File: src/rtl/halut_decoder_ctrl.sv
// Sequencer for one halut_decoder: streams the LUT into the decoder, then issues
// per-codebook k-indices row by row and buffers FP32 row results (2 deep, credit-gated).
module halut_decoder_ctrl #(
    parameter int unsigned K              = 16,
    parameter int unsigned C              = 32,
    parameter int unsigned DataTypeWidth  = 16,
    parameter int unsigned RowCntWidth    = 16,
    parameter int unsigned TotalAddrWidth = $clog2(C*K),
    parameter int unsigned CAddrWidth     = $clog2(C),
    parameter int unsigned TreeDepth      = $clog2(K)
) (
    input  logic                      clk_i,
    input  logic                      rst_ni,
    input  logic                      start_i,
    input  logic                      load_lut_i,
    input  logic [RowCntWidth-1:0]    rows_i,
    input  logic                      lut_valid_i,
    input  logic [DataTypeWidth-1:0]  lut_data_i,
    output logic                      lut_ready_o,
    input  logic                      enc_valid_i,
    input  logic [TreeDepth-1:0]      enc_k_i,
    output logic                      enc_ready_o,
    output logic                      res_valid_o,
    output logic [31:0]               res_data_o,
    input  logic                      res_ready_i,
    output logic                      busy_o,
    output logic [TotalAddrWidth-1:0] dec_waddr_o,
    output logic [DataTypeWidth-1:0]  dec_wdata_o,
    output logic                      dec_we_o,
    output logic [CAddrWidth-1:0]     dec_c_addr_o,
    output logic [TreeDepth-1:0]      dec_k_addr_o,
    output logic                      dec_decoder_o,
    input  logic [31:0]               dec_result_i,
    input  logic                      dec_valid_i
);

    localparam logic [1:0] S_IDLE  = 2'd0;
    localparam logic [1:0] S_LOAD  = 2'd1;
    localparam logic [1:0] S_RUN   = 2'd2;
    localparam logic [1:0] S_DRAIN = 2'd3;

    logic [1:0]                r_state;
    logic [1:0]                w_state_nxt;
    logic [TotalAddrWidth-1:0] r_wcnt;
    logic [CAddrWidth-1:0]     r_ccnt;
    logic [RowCntWidth-1:0]    r_rowcnt;
    logic [RowCntWidth-1:0]    r_rows;
    logic [1:0]                r_inflight;
    logic [1:0]                r_occ;
    logic                      r_rd_ptr;
    logic                      r_wr_ptr;
    logic [31:0]               r_buf [2];

    logic w_start;
    logic w_lut_hs;
    logic w_lut_last;
    logic w_enc_hs;
    logic w_row_end;
    logic w_row_last;
    logic w_credit_ok;
    logic w_push;
    logic w_pop;

    assign w_start     = (r_state == S_IDLE) && start_i;
    assign lut_ready_o = (r_state == S_LOAD);
    assign w_lut_hs    = lut_valid_i && lut_ready_o;
    assign w_lut_last  = &r_wcnt;

    // A new row may only start if its result has a guaranteed buffer slot;
    // a row already under way is always allowed to finish.
    assign w_credit_ok = ({1'b0, r_occ} + {1'b0, r_inflight}) < 3'd2;
    assign enc_ready_o = (r_state == S_RUN) && ((r_ccnt != '0) || w_credit_ok);
    assign w_enc_hs    = enc_valid_i && enc_ready_o;
    assign w_row_end   = w_enc_hs && (&r_ccnt);
    assign w_row_last  = (r_rowcnt == (r_rows - RowCntWidth'(1)));

    assign w_push      = dec_valid_i && (r_inflight != 2'd0);
    assign res_valid_o = (r_occ != 2'd0);
    assign res_data_o  = r_buf[r_rd_ptr];
    assign w_pop       = res_valid_o && res_ready_i;
    assign busy_o      = (r_state != S_IDLE);

    always_comb begin
        w_state_nxt = r_state;
        case (r_state)
            S_IDLE: begin
                if (start_i) begin
                    if (load_lut_i)
                        w_state_nxt = S_LOAD;
                    else if (rows_i != '0)
                        w_state_nxt = S_RUN;
                end
            end
            S_LOAD: begin
                if (w_lut_hs && w_lut_last)
                    w_state_nxt = (r_rows != '0) ? S_RUN : S_IDLE;
            end
            S_RUN: begin
                if (w_row_end && w_row_last)
                    w_state_nxt = S_DRAIN;
            end
            S_DRAIN: begin
                if ((r_inflight == 2'd0) && (r_occ == 2'd0))
                    w_state_nxt = S_IDLE;
            end
            default: w_state_nxt = S_IDLE;
        endcase
    end

    always_ff @(posedge clk_i or negedge rst_ni) begin
        if (!rst_ni)
            r_state <= S_IDLE;
        else
            r_state <= w_state_nxt;
    end

    always_ff @(posedge clk_i or negedge rst_ni) begin
        if (!rst_ni) begin
            r_rows   <= '0;
            r_rowcnt <= '0;
        end else if (w_start) begin
            r_rows   <= rows_i;
            r_rowcnt <= '0;
        end else if (w_row_end) begin
            r_rowcnt <= r_rowcnt + RowCntWidth'(1);
        end
    end

    // Both counters wrap to zero naturally at their last value (C, K powers of 2).
    always_ff @(posedge clk_i or negedge rst_ni) begin
        if (!rst_ni) begin
            r_wcnt <= '0;
            r_ccnt <= '0;
        end else begin
            if (w_start)
                r_wcnt <= '0;
            else if (w_lut_hs)
                r_wcnt <= r_wcnt + TotalAddrWidth'(1);
            if (w_start)
                r_ccnt <= '0;
            else if (w_enc_hs)
                r_ccnt <= r_ccnt + CAddrWidth'(1);
        end
    end

    always_ff @(posedge clk_i or negedge rst_ni) begin
        if (!rst_ni) begin
            dec_we_o      <= 1'b0;
            dec_waddr_o   <= '0;
            dec_wdata_o   <= '0;
            dec_decoder_o <= 1'b0;
            dec_c_addr_o  <= '0;
            dec_k_addr_o  <= '0;
        end else begin
            dec_we_o      <= w_lut_hs;
            dec_waddr_o   <= w_lut_hs ? r_wcnt : '0;
            dec_wdata_o   <= w_lut_hs ? lut_data_i : '0;
            dec_decoder_o <= w_enc_hs;
            dec_c_addr_o  <= w_enc_hs ? r_ccnt : '0;
            dec_k_addr_o  <= w_enc_hs ? enc_k_i : '0;
        end
    end

    always_ff @(posedge clk_i or negedge rst_ni) begin
        if (!rst_ni)
            r_inflight <= 2'd0;
        else
            r_inflight <= r_inflight + {1'b0, w_row_end} - {1'b0, w_push};
    end

    always_ff @(posedge clk_i or negedge rst_ni) begin
        if (!rst_ni) begin
            r_buf[0] <= '0;
            r_buf[1] <= '0;
            r_wr_ptr <= 1'b0;
            r_rd_ptr <= 1'b0;
            r_occ    <= 2'd0;
        end else begin
            if (w_push) begin
                r_buf[r_wr_ptr] <= dec_result_i;
                r_wr_ptr        <= ~r_wr_ptr;
            end
            if (w_pop)
                r_rd_ptr <= ~r_rd_ptr;
            r_occ <= r_occ + {1'b0, w_push} - {1'b0, w_pop};
        end
    end

endmodule

File: config.mk
export PLATFORM = sky130hd
export DESIGN_NAME = halut_decoder_ctrl
export DESIGN_NICKNAME = d
export VERILOG_FILES = /design/src/rtl/halut_decoder_ctrl.sv
export SDC_FILE = /design/constraint.sdc
export NUM_CORES = 1
export LEC_CHECK = 0
export CORE_MARGIN = 3
export CORE_UTILIZATION = 45
export DETAILED_ROUTE_END_ITERATION = 10
export DONT_BUFFER_PORTS = 1
export PLACE_DENSITY = 0.68
export SKIP_CTS_REPAIR_TIMING = 1
export SYNTH_ARGS = -nofsm -noshare
export SYNTH_HDL_FRONTEND = slang
export SYNTH_SLANG_ARGS = --single-unit
File: constraint.sdc
create_clock -name clk_i -period 6.5 [get_ports clk_i]
set_input_delay 0.325 -clock clk_i [delete_from_list [all_inputs] [get_ports clk_i]]
set_output_delay 0.325 -clock clk_i [all_outputs]
set_load 0.01 [all_outputs]
==> metrics.yaml, run 1 <==
dr.pass1.iters: 4
antenna_found_initial: 0
cp_max_fo: 11
crit_slowest_cell: "a21oi_1"
nets: 663
powerDensity_nw_per_um2: 461
start_kind: "flop"
rsz0062_at_grt: "false"
root_buffer: "clkbuf_16"
status: "finished clean"
cts_buffer_depth: 2
fin_crit_sh_pct: 39.9
ys_ff_latch: 154
synth.largest_area_cell: "dfrtp_1"
grt_pass1_vias: 4560
grt_usage_pct: 16.9
remaining_drc_errors: 0
ir_drop_uv: 213
io_pins: 148
setup_violations: 0
yosysUniqueCellTypes: 54
cts_buffers: 17
drive_gt1_share_pct: 27.7
ant_nets: 0
clkTransAtPathRegs_ns: 0.06
drt_iter0_markers: 221
yosysWarnings: 0
die_width_um: 131
synth_most_common_cell: "dfrtp_1"
nFillCells: 1352
fmax_mhz: 386
wl_per_cell_um: 17.4
grt_remaining_overflow: 0
grt_pass1_wl_mm: 23.5
cp.required_ns: 6.78
pre_cts_ws_ns: 3.90
crit_type: "flop to flop"
coreArea_um2: 15300
row_count: 45
cts_tree: "yes"
end_kind: "flop"
port_buffers: 0
antenna_cells: 0
synth_commonest_cells: "dfrtp_1 (154), mux2_2 (108), nor2_1 (43)"
worstMarginPinSlew_ns: 0.927
synth.avg_cell_area_um2: 12.3
vias: 4326
worstPathArrival_ns: 2.87
min_period_ns: 2.59
wirelength_mm: 13.9
cap_violations: 0
via_per_inst: 5.41
synth_edf_count: 0
power_leakage_uw: 0.00352
skew_ns: 0.00591
area.growth.synth_to_final_pct: 11.7
synth_top_area_share_pct: 54.5
setup_tns_ns: 0
synthArstFlopShare_pct: 100
place_congestion: 0.871
start_util_pct: 46.2
grt_max_degree: 155
hold_path.class: "input port to flop"
worst_path_most_repeated_cell: "nand2_1"
cpPeakStageDelay_ns: 0.70
cts-htree-levels: 4
drv_slew: 0
cts_sinks: 154
clk_latency_ns: 0.41
ys_top_cells_by_area: "dfrtp_1 (54%), mux2_2 (17%), xnor2_1 (2.8%)"
synthFlopType: "dfrtp_1"
netlist_area_um2: 7070
crit_chain: "inv_1 -> fa_1 -> nand2_1 -> a21oi_1 -> and2_1 -> nand2_1 -> xor2_1 -> nor2_1"
relSlewSlack_pct: 38.2
ys_seq_area_share_pct: 54.5
hold_violations: 0
die_h_um: 131
synthesis.instances: 576
synth_nets: 664
dieArea_um2: 17300
hpwl_mm: 9.50
layout_setup_ws_ns: 3.91
[worst paths after layout]
kind | startpoint | endpoint | slack (ns) | cells after the start
max | r_inflight[1] | r_ccnt[2] | 3.91 | 8
min | rows_i[5] | r_rows[5] | 0.03 | 2
max reg2reg | r_inflight[1] | r_ccnt[2] | 3.91 | 8
min reg2reg | r_occ[1] | r_occ[1] | 0.49 | 1
max in group asynchronous | rst_ni | r_rows[8] | 5.35 | 2
min in group asynchronous | rst_ni | r_buf[35] | 0.53 | 2
[stage by stage]
step                hold slack (ns)  util, %  total power (µW)  cells  area [µm²]
finish                       0.0304     51.6              3640    799        7900
global route                0.00787     51.6              3880    799        7900
CTS                          -0.413     51.4              3670    797        7870
detailed placement           0.0342     47.4              2660    765        7260
global placement             0.0343     47.4              2610    765        7260
floorplan                    0.0294        -              2430    576        7070
[cells in the final DEF (no fill, tap or decap), drive strengths merged, types with 2 or more instances in the layout]
cell / synthesis / final
a211oi: 3 / 3
a21oi: 9 / 9
a221oi: 2 / 2
a22o: 2 / 2
a31oi: 3 / 3
and2: 30 / 30
and3: 16 / 16
and4: 5 / 5
buf: 6 / 5
bufinv: 0 / 2
clkbuf: 19 / 20
clkinv: 0 / 3
clkinvlp: 0 / 5
dfrtp: 154 / 154
ha: 11 / 11
inv: 15 / 17
mux2: 108 / 108
mux2i: 2 / 2
nand2: 25 / 25
nand2b: 3 / 3
nand3: 12 / 12
nand4: 5 / 5
nor2: 43 / 43
nor2b: 2 / 2
nor3: 5 / 5
nor4: 6 / 6
nor4b: 2 / 2
o2111ai: 3 / 3
o21a: 2 / 2
o21ai: 13 / 13
o31ai: 2 / 2
or2: 4 / 4
or3: 6 / 6
xnor2: 23 / 23
xor2: 20 / 20
[where the power goes]
group / switching [µW] / total, µW / internal (µW)
logic: 557 / 1140 / 581
registers: 248 / 1520 / 1270
clock network: 387 / 985 / 599
[critical path: cells and delay by family (launching register included)]
kind	cells	cell delay, ns
buffers and inverters	1	0.08
AOI/OAI and AO/OA	1	0.70
xor gates and xnor gates	1	0.13
DFF	1	0.39
and+or+nand+nor	4	0.61
adders and majority gates	1	0.55
[registers in the layout, summed over array words and instances (netlist names)]
signal and count:
r_wr_ptr 1, r_buf 64, r_rows 16, r_rowcnt 16
dec_c_addr_o 5, r_occ 2, dec_wdata_o 16, r_rd_ptr 1
r_ccnt 5, r_inflight 2, r_state 2, dec_k_addr_o 4
dec_decoder_o 1, r_wcnt 9, dec_we_o 1, dec_waddr_o 9
[layout make-up]
| class | count | area, µm² | area share, % |
|---|---|---|---|
| Sequential cell | 154 | 3850 | 48.8 |
| Multi-Input combinational cell | 381 | 3060 | 38.7 |
| Clock inverter | 12 | 138 | 1.74 |
| Timing Repair Buffer | 6 | 67.6 | 0.855 |
| Clock buffer | 20 | 467 | 5.91 |
| Inverter | 15 | 56.3 | 0.712 |
| Tap cell | 211 | 264 | 3.34 |
[routing by layer]
layer  vias to the layer above  routed length, µm  GRT usage, %
met5                         -                  0             0
met4                         0                166          4.96
met3                        16               1010          6.66
met2                       120               6650          26.8
met1                      2185               6040          21.6
li1                       2005                  -             -
[cells by family (layout without fill, tap and decap cells)]
kind of cell,after synthesis,after routing,share of synthesized area [%]
XOR/XNOR,43,43,5.33
multiplexers,110,110,17.5
adder cells (fa/ha/maj),12,12,2.23
AND/OR/NAND/NOR,170,170,13.6
flip-flops,154,154,54.5
AO/OA/AOI/OAI,46,46,4.44
buffers and inverters,41,53,2.42
Note: power is estimated with default switching activity, not from simulation.
==> inputs of run 2 (changes only) <==
==> constraint.sdc (replaced) <==
create_clock -name clk_i -period 2.6 [get_ports clk_i]
set_input_delay 0.13 -clock clk_i [delete_from_list [all_inputs] [get_ports clk_i]]
set_output_delay 0.13 -clock clk_i [all_outputs]
set_load 0.01 [all_outputs]
==> run 2 against run 1 <==
The flow now finishes with violations (hold timing). Clock power grew 150%. Combinational power grew to 2.6 times the previous value. Routed wire length grew 6.7%. Count of clock-buffer cells in the layout is the same. Power grew to 2.5 times the previous value. Hold slack lost 0.62 ns. Non-clock buffer count grew 74. Sequential power grew 150%. Via count grew 6.5%. Maximum frequency grew 8.3%. Highest routed layer unchanged.
==> metrics.yaml, run 2 (synthesis gave the netlist of run 1 again) <==
fin_crit_sh_pct: 92.0
cap_violations: 0
final_util_pct: 56.2
min_period_ns: 2.39
holdWs_ns: -0.591
antenna_found_initial: 0
ant_nets: 0
cts_tree: "yes"
dieArea_um2: 17300
setup_violations: 0
skew_ns: 0.00565
remaining_drc_errors: 0
status: "finished with violations"
grt_pass1_vias: 4543
hold_path.class: "input port to asynchronous set/reset pin"
die_h_um: 131
root_buffer: "clkbuf_16"
cts-htree-levels: 4
drive_gt1_share_pct: 24.9
cts_buffer_depth: 2
violations: "hold timing"
grt_usage_pct: 16.5
fmax_mhz: 418
crit_type: "flop to flop"
nets: 737
final_cell_mix: "dfrtp_1 (154), mux2_2 (108), dlygate4sd3_1 (71), nor2_1 (41), and2_1 (30)"
drv_slew: 0
vias: 4608
drt_iter0_markers: 191
setup_tns_ns: 0
powerDensity_nw_per_um2: 1070
antenna_cells: 0
hpwl_mm: 9.64
cp_max_fo: 5
wirelength_mm: 14.8
hold_violations: 154
start_kind: "flop"
grt_remaining_overflow: 0
relSlewSlack_pct: 57.5
cts_buffers: 17
cp.required_ns: 2.94
port_buffers: 0
row_count: 45
power_leakage_uw: 0.00383
grt_max_degree: 155
via_per_inst: 5.28
wl_per_cell_um: 16.9
clkTransAtPathRegs_ns: 0.06
final_common_cell: "dfrtp_1"
coreArea_um2: 15300
end_kind: "flop"
place_congestion: 0.865
start_util_pct: 46.2
cts_sinks: 154
largest_reg_flops: 64
die_width_um: 131
grt_pass1_wl_mm: 23.0
area.growth.synth_to_final_pct: 21.8
top_register: "r_buf"
worstMarginPinSlew_ns: 0.636
rsz0062_at_grt: "false"
clk_latency_ns: 0.41
worstPathArrival_ns: 2.73
dr.pass1.iters: 4
ir_drop_uv: 489
io_pins: 148
-- run 2: worst paths after layout --
| check | from | depth (start not counted) | end | slack [ns] |
|---|---|---|---|---|
| max reg2reg | r_ccnt[0] | 11 | r_inflight[1] | 0.21 |
| max in group asynchronous | rst_ni | 0 | r_rows[7] | 2.98 |
| min reg2reg | r_occ[1] | 1 | r_occ[1] | 0.49 |
| max | r_ccnt[0] | 11 | r_inflight[1] | 0.21 |
| min | rst_ni | 0 | r_buf[38] | -0.59 |
| min in group clk_i | enc_valid_i | 1 | dec_decoder_o | 0.01 |
-- run 2: cell type report --
class                   instances  area, µm²
fillers                      1270       6700
repair buffers                 80        791
well taps                     211        264
clock buffers                  20        437
flip-flops and latches        154       3850
multi-input cells             381       3060
clock inverters                12        150
inverters                      15       56.3
-- run 2: power by group --
group | internal, µW | switching [µW]
combinational | 1570 | 1430
clock | 1500 | 928
sequential | 3180 | 608
total | 6260 | 2960
-- run 2: through the flow --
stage                     setup WS [ns]  total power, µW  hold slack (ns)  std cells  cell area (µm²)
after global routing             0.0112             9790           -0.620        873             8610
after detailed placement          0.217             6730           -0.160        770             7310
after CTS                         0.198             9220           -0.613        802             7900
final                             0.207             9220           -0.591        873             8610
after floorplan                   0.401             6060           -0.166        576             7070
after global placement            0.270             6580           -0.160        770             7310
-- run 2: worst max-delay path, cell delays in order, from the launching register on --
cell and delay, ns:
dfrtp_1 0.43, ha_1 0.19, and3_1 0.16, ha_1 0.13
and4b_1 0.20, a21boi_2 0.27, inv_1 0.14, ha_1 0.29
inv_1 0.04, ha_1 0.17, xnor2_1 0.17, xnor2_1 0.13
-- run 2: metal layers --
layer / wire length [µm] / track usage, %
met5: 0 / 0
met4: 206 / 5.66
met3: 708 / 5.47
met2: 7270 / 26.6
met1: 6610 / 20.9
==> inputs of run 3 (changes only) <==
--- a/config.mk
+++ b/config.mk
@@ -6,10 +6,10 @@
 export NUM_CORES = 1
 export LEC_CHECK = 0
 export CORE_MARGIN = 3
-export CORE_UTILIZATION = 45
+export CORE_UTILIZATION = 50
 export DETAILED_ROUTE_END_ITERATION = 10
 export DONT_BUFFER_PORTS = 1
-export PLACE_DENSITY = 0.68
+export PLACE_DENSITY = 0.73
 export SKIP_CTS_REPAIR_TIMING = 1
 export SYNTH_ARGS = -nofsm -noshare
 export SYNTH_HDL_FRONTEND = slang
==> run 3 against run 2 <==
Utilization is 7.1 points higher. Final cell count fell by 3.8%. Combinational power about the same. Worst setup slack improved by 0.034 ns. Global-route usage increased by 1.7 points. The flow still finishes with violations (hold timing). Clock power is essentially flat. Die area shrank 9.6%. Power is 0.44% higher. Flip-flop and latch count did not move. Design area decreased by 0.35%. Critical path depth fell by 2. Hold slack improved by 0.0067 ns.
==> metrics.yaml, run 3 (synthesis gave the netlist of run 1 again) <==
status: "finished with violations"
violations: "hold timing"
remaining_drc_errors: 0
power_leakage_uw: 0.00384
fin_crit_sh_pct: 90.7
rr_worst_depth: 9
antenna_cells: 0
wl_per_cell_um: 17.5
grt_max_degree: 155
worstReg2RegStart: "r_inflight[1]"
worst-path-buf-inv: 2
end_kind: "flop"
critPathTopFamily: "simple AND/OR/NAND/NOR gates"
grt_remaining_overflow: 0
dieArea_um2: 15600
drive_gt1_share_pct: 24.5
crit_type: "flop to flop"
start_kind: "flop"
drt_iter0_markers: 223
fmax_mhz: 424
largest_reg_flops: 64
final_common_cell: "dfrtp_1"
clk_latency_ns: 0.42
cts_buffers: 17
die_h_um: 125
root_buffer: "clkbuf_16"
rsz0062_at_grt: "false"
cts_tree: "yes"
vias: 4561
ant_nets: 0
antenna_found_initial: 0
hpwl_mm: 9.70
powerDensity_nw_per_um2: 1080
holdWs_ns: -0.585
worstMarginPinSlew_ns: 0.681
final_cell_mix: "dfrtp_1 (154), mux2_2 (108), dlygate4sd3_1 (71), nor2_1 (41), and2_1 (30)"
start_util_pct: 52.2
grt_pass1_wl_mm: 23.0
setup_violations: 0
cts_sinks: 154
top_register: "r_buf"
cts-htree-levels: 4
setup_tns_ns: 0
ir_drop_uv: 612
cp.required_ns: 2.89
cp_max_fo: 5
grt_pass1_vias: 4483
io_pins: 148
crit_slowest_cell: "fa_1"
r2r-end: "r_rowcnt[13]"
via_per_inst: 5.43
wirelength_mm: 14.7
relSlewSlack_pct: 54.0
clkTransAtPathRegs_ns: 0.06
cts_buffer_depth: 2
die_width_um: 125
reg2reg_setup_slack_ns: 0.24
worst_path_most_repeated_cell: "inv_1"
grt_usage_pct: 18.2
dr.pass1.iters: 4
cap_violations: 0
design_power_total_uw: 9260
worstPathArrival_ns: 2.65
hold_violations: 155
min_period_ns: 2.36
drv_slew: 0
cpPeakStageDelay_ns: 0.56
row_count: 42
hold_path.class: "input port to asynchronous set/reset pin"
skew_ns: 0.00957
crit_chain: "inv_1 -> fa_1 -> nand2_1 -> a21boi_4 -> inv_1 -> nor3_1 -> nand3_1 -> xor2_1 -> nor2_1"
coreArea_um2: 13600
place_congestion: 0.835
port_buffers: 0
nets: 739
area.growth.synth_to_final_pct: 21.4
-- run 3: cell types whose count changed in the layout (fill, tap and decap cells not counted), sizes merged --
cell	previous run	this run
clkinv	6	2
clkinvlp	3	2
buf	9	11
clkbuf	20	25
-- run 3: power breakdown --
group          switching (µW)  internal (µW)  leakage [µW]
Sequential                599           3180       0.00196
Clock                     902           1560      0.000281
Combinational            1450           1570       0.00159
-- run 3: worst max path at each step --
stage / from / endpoint / slack, ns / cells past startpoint
final: r_inflight[1] / r_rowcnt[13] / 0.24 / 9
after global routing: r_ccnt[0] / r_rowcnt[13] / 0.06 / 10
after CTS: r_ccnt[0] / r_inflight[1] / 0.19 / 11
after detailed placement: r_ccnt[0] / r_inflight[1] / 0.21 / 11
after global placement: r_inflight[1] / r_inflight[1] / 0.27 / 10
after floorplan: r_inflight[1] / r_inflight[1] / 0.40 / 10
-- run 3: routing by layer --
metal | global-route usage, % | part of all wire, % | vias to the layer above | routed length [µm]
met5 | 0 | 0 | - | 0
met4 | 4.59 | 1.2 | 0 | 183
met3 | 7.38 | 5.4 | 17 | 793
met2 | 28.6 | 49 | 122 | 7180
met1 | 23.8 | 45 | 2269 | 6570
li1 | - | - | 2153 | -
-- run 3: layout make-up --
class                   count  area [µm²]
clock inverters             7         115
fillers                  1002        4970
repair buffers             82         793
well taps                 176         220
multi-input cells         381        3070
flip-flops and latches    154        3850
inverters                  15        56.3
clock buffers              25         475
-- run 3: through the flow --
stage               utilization, %  instances  instance area [µm²]  hold WS [ns]  worst slack, ns
global route                  63.3        840                 8580        -0.612           0.0600
global placement              53.7        737                 7270        -0.162            0.273
detailed placement            53.7        737                 7270        -0.161            0.207
finish                        63.3        840                 8580        -0.585            0.241
CTS                           58.0        769                 7870        -0.608            0.192
floorplan                        -        576                 7070        -0.166            0.401
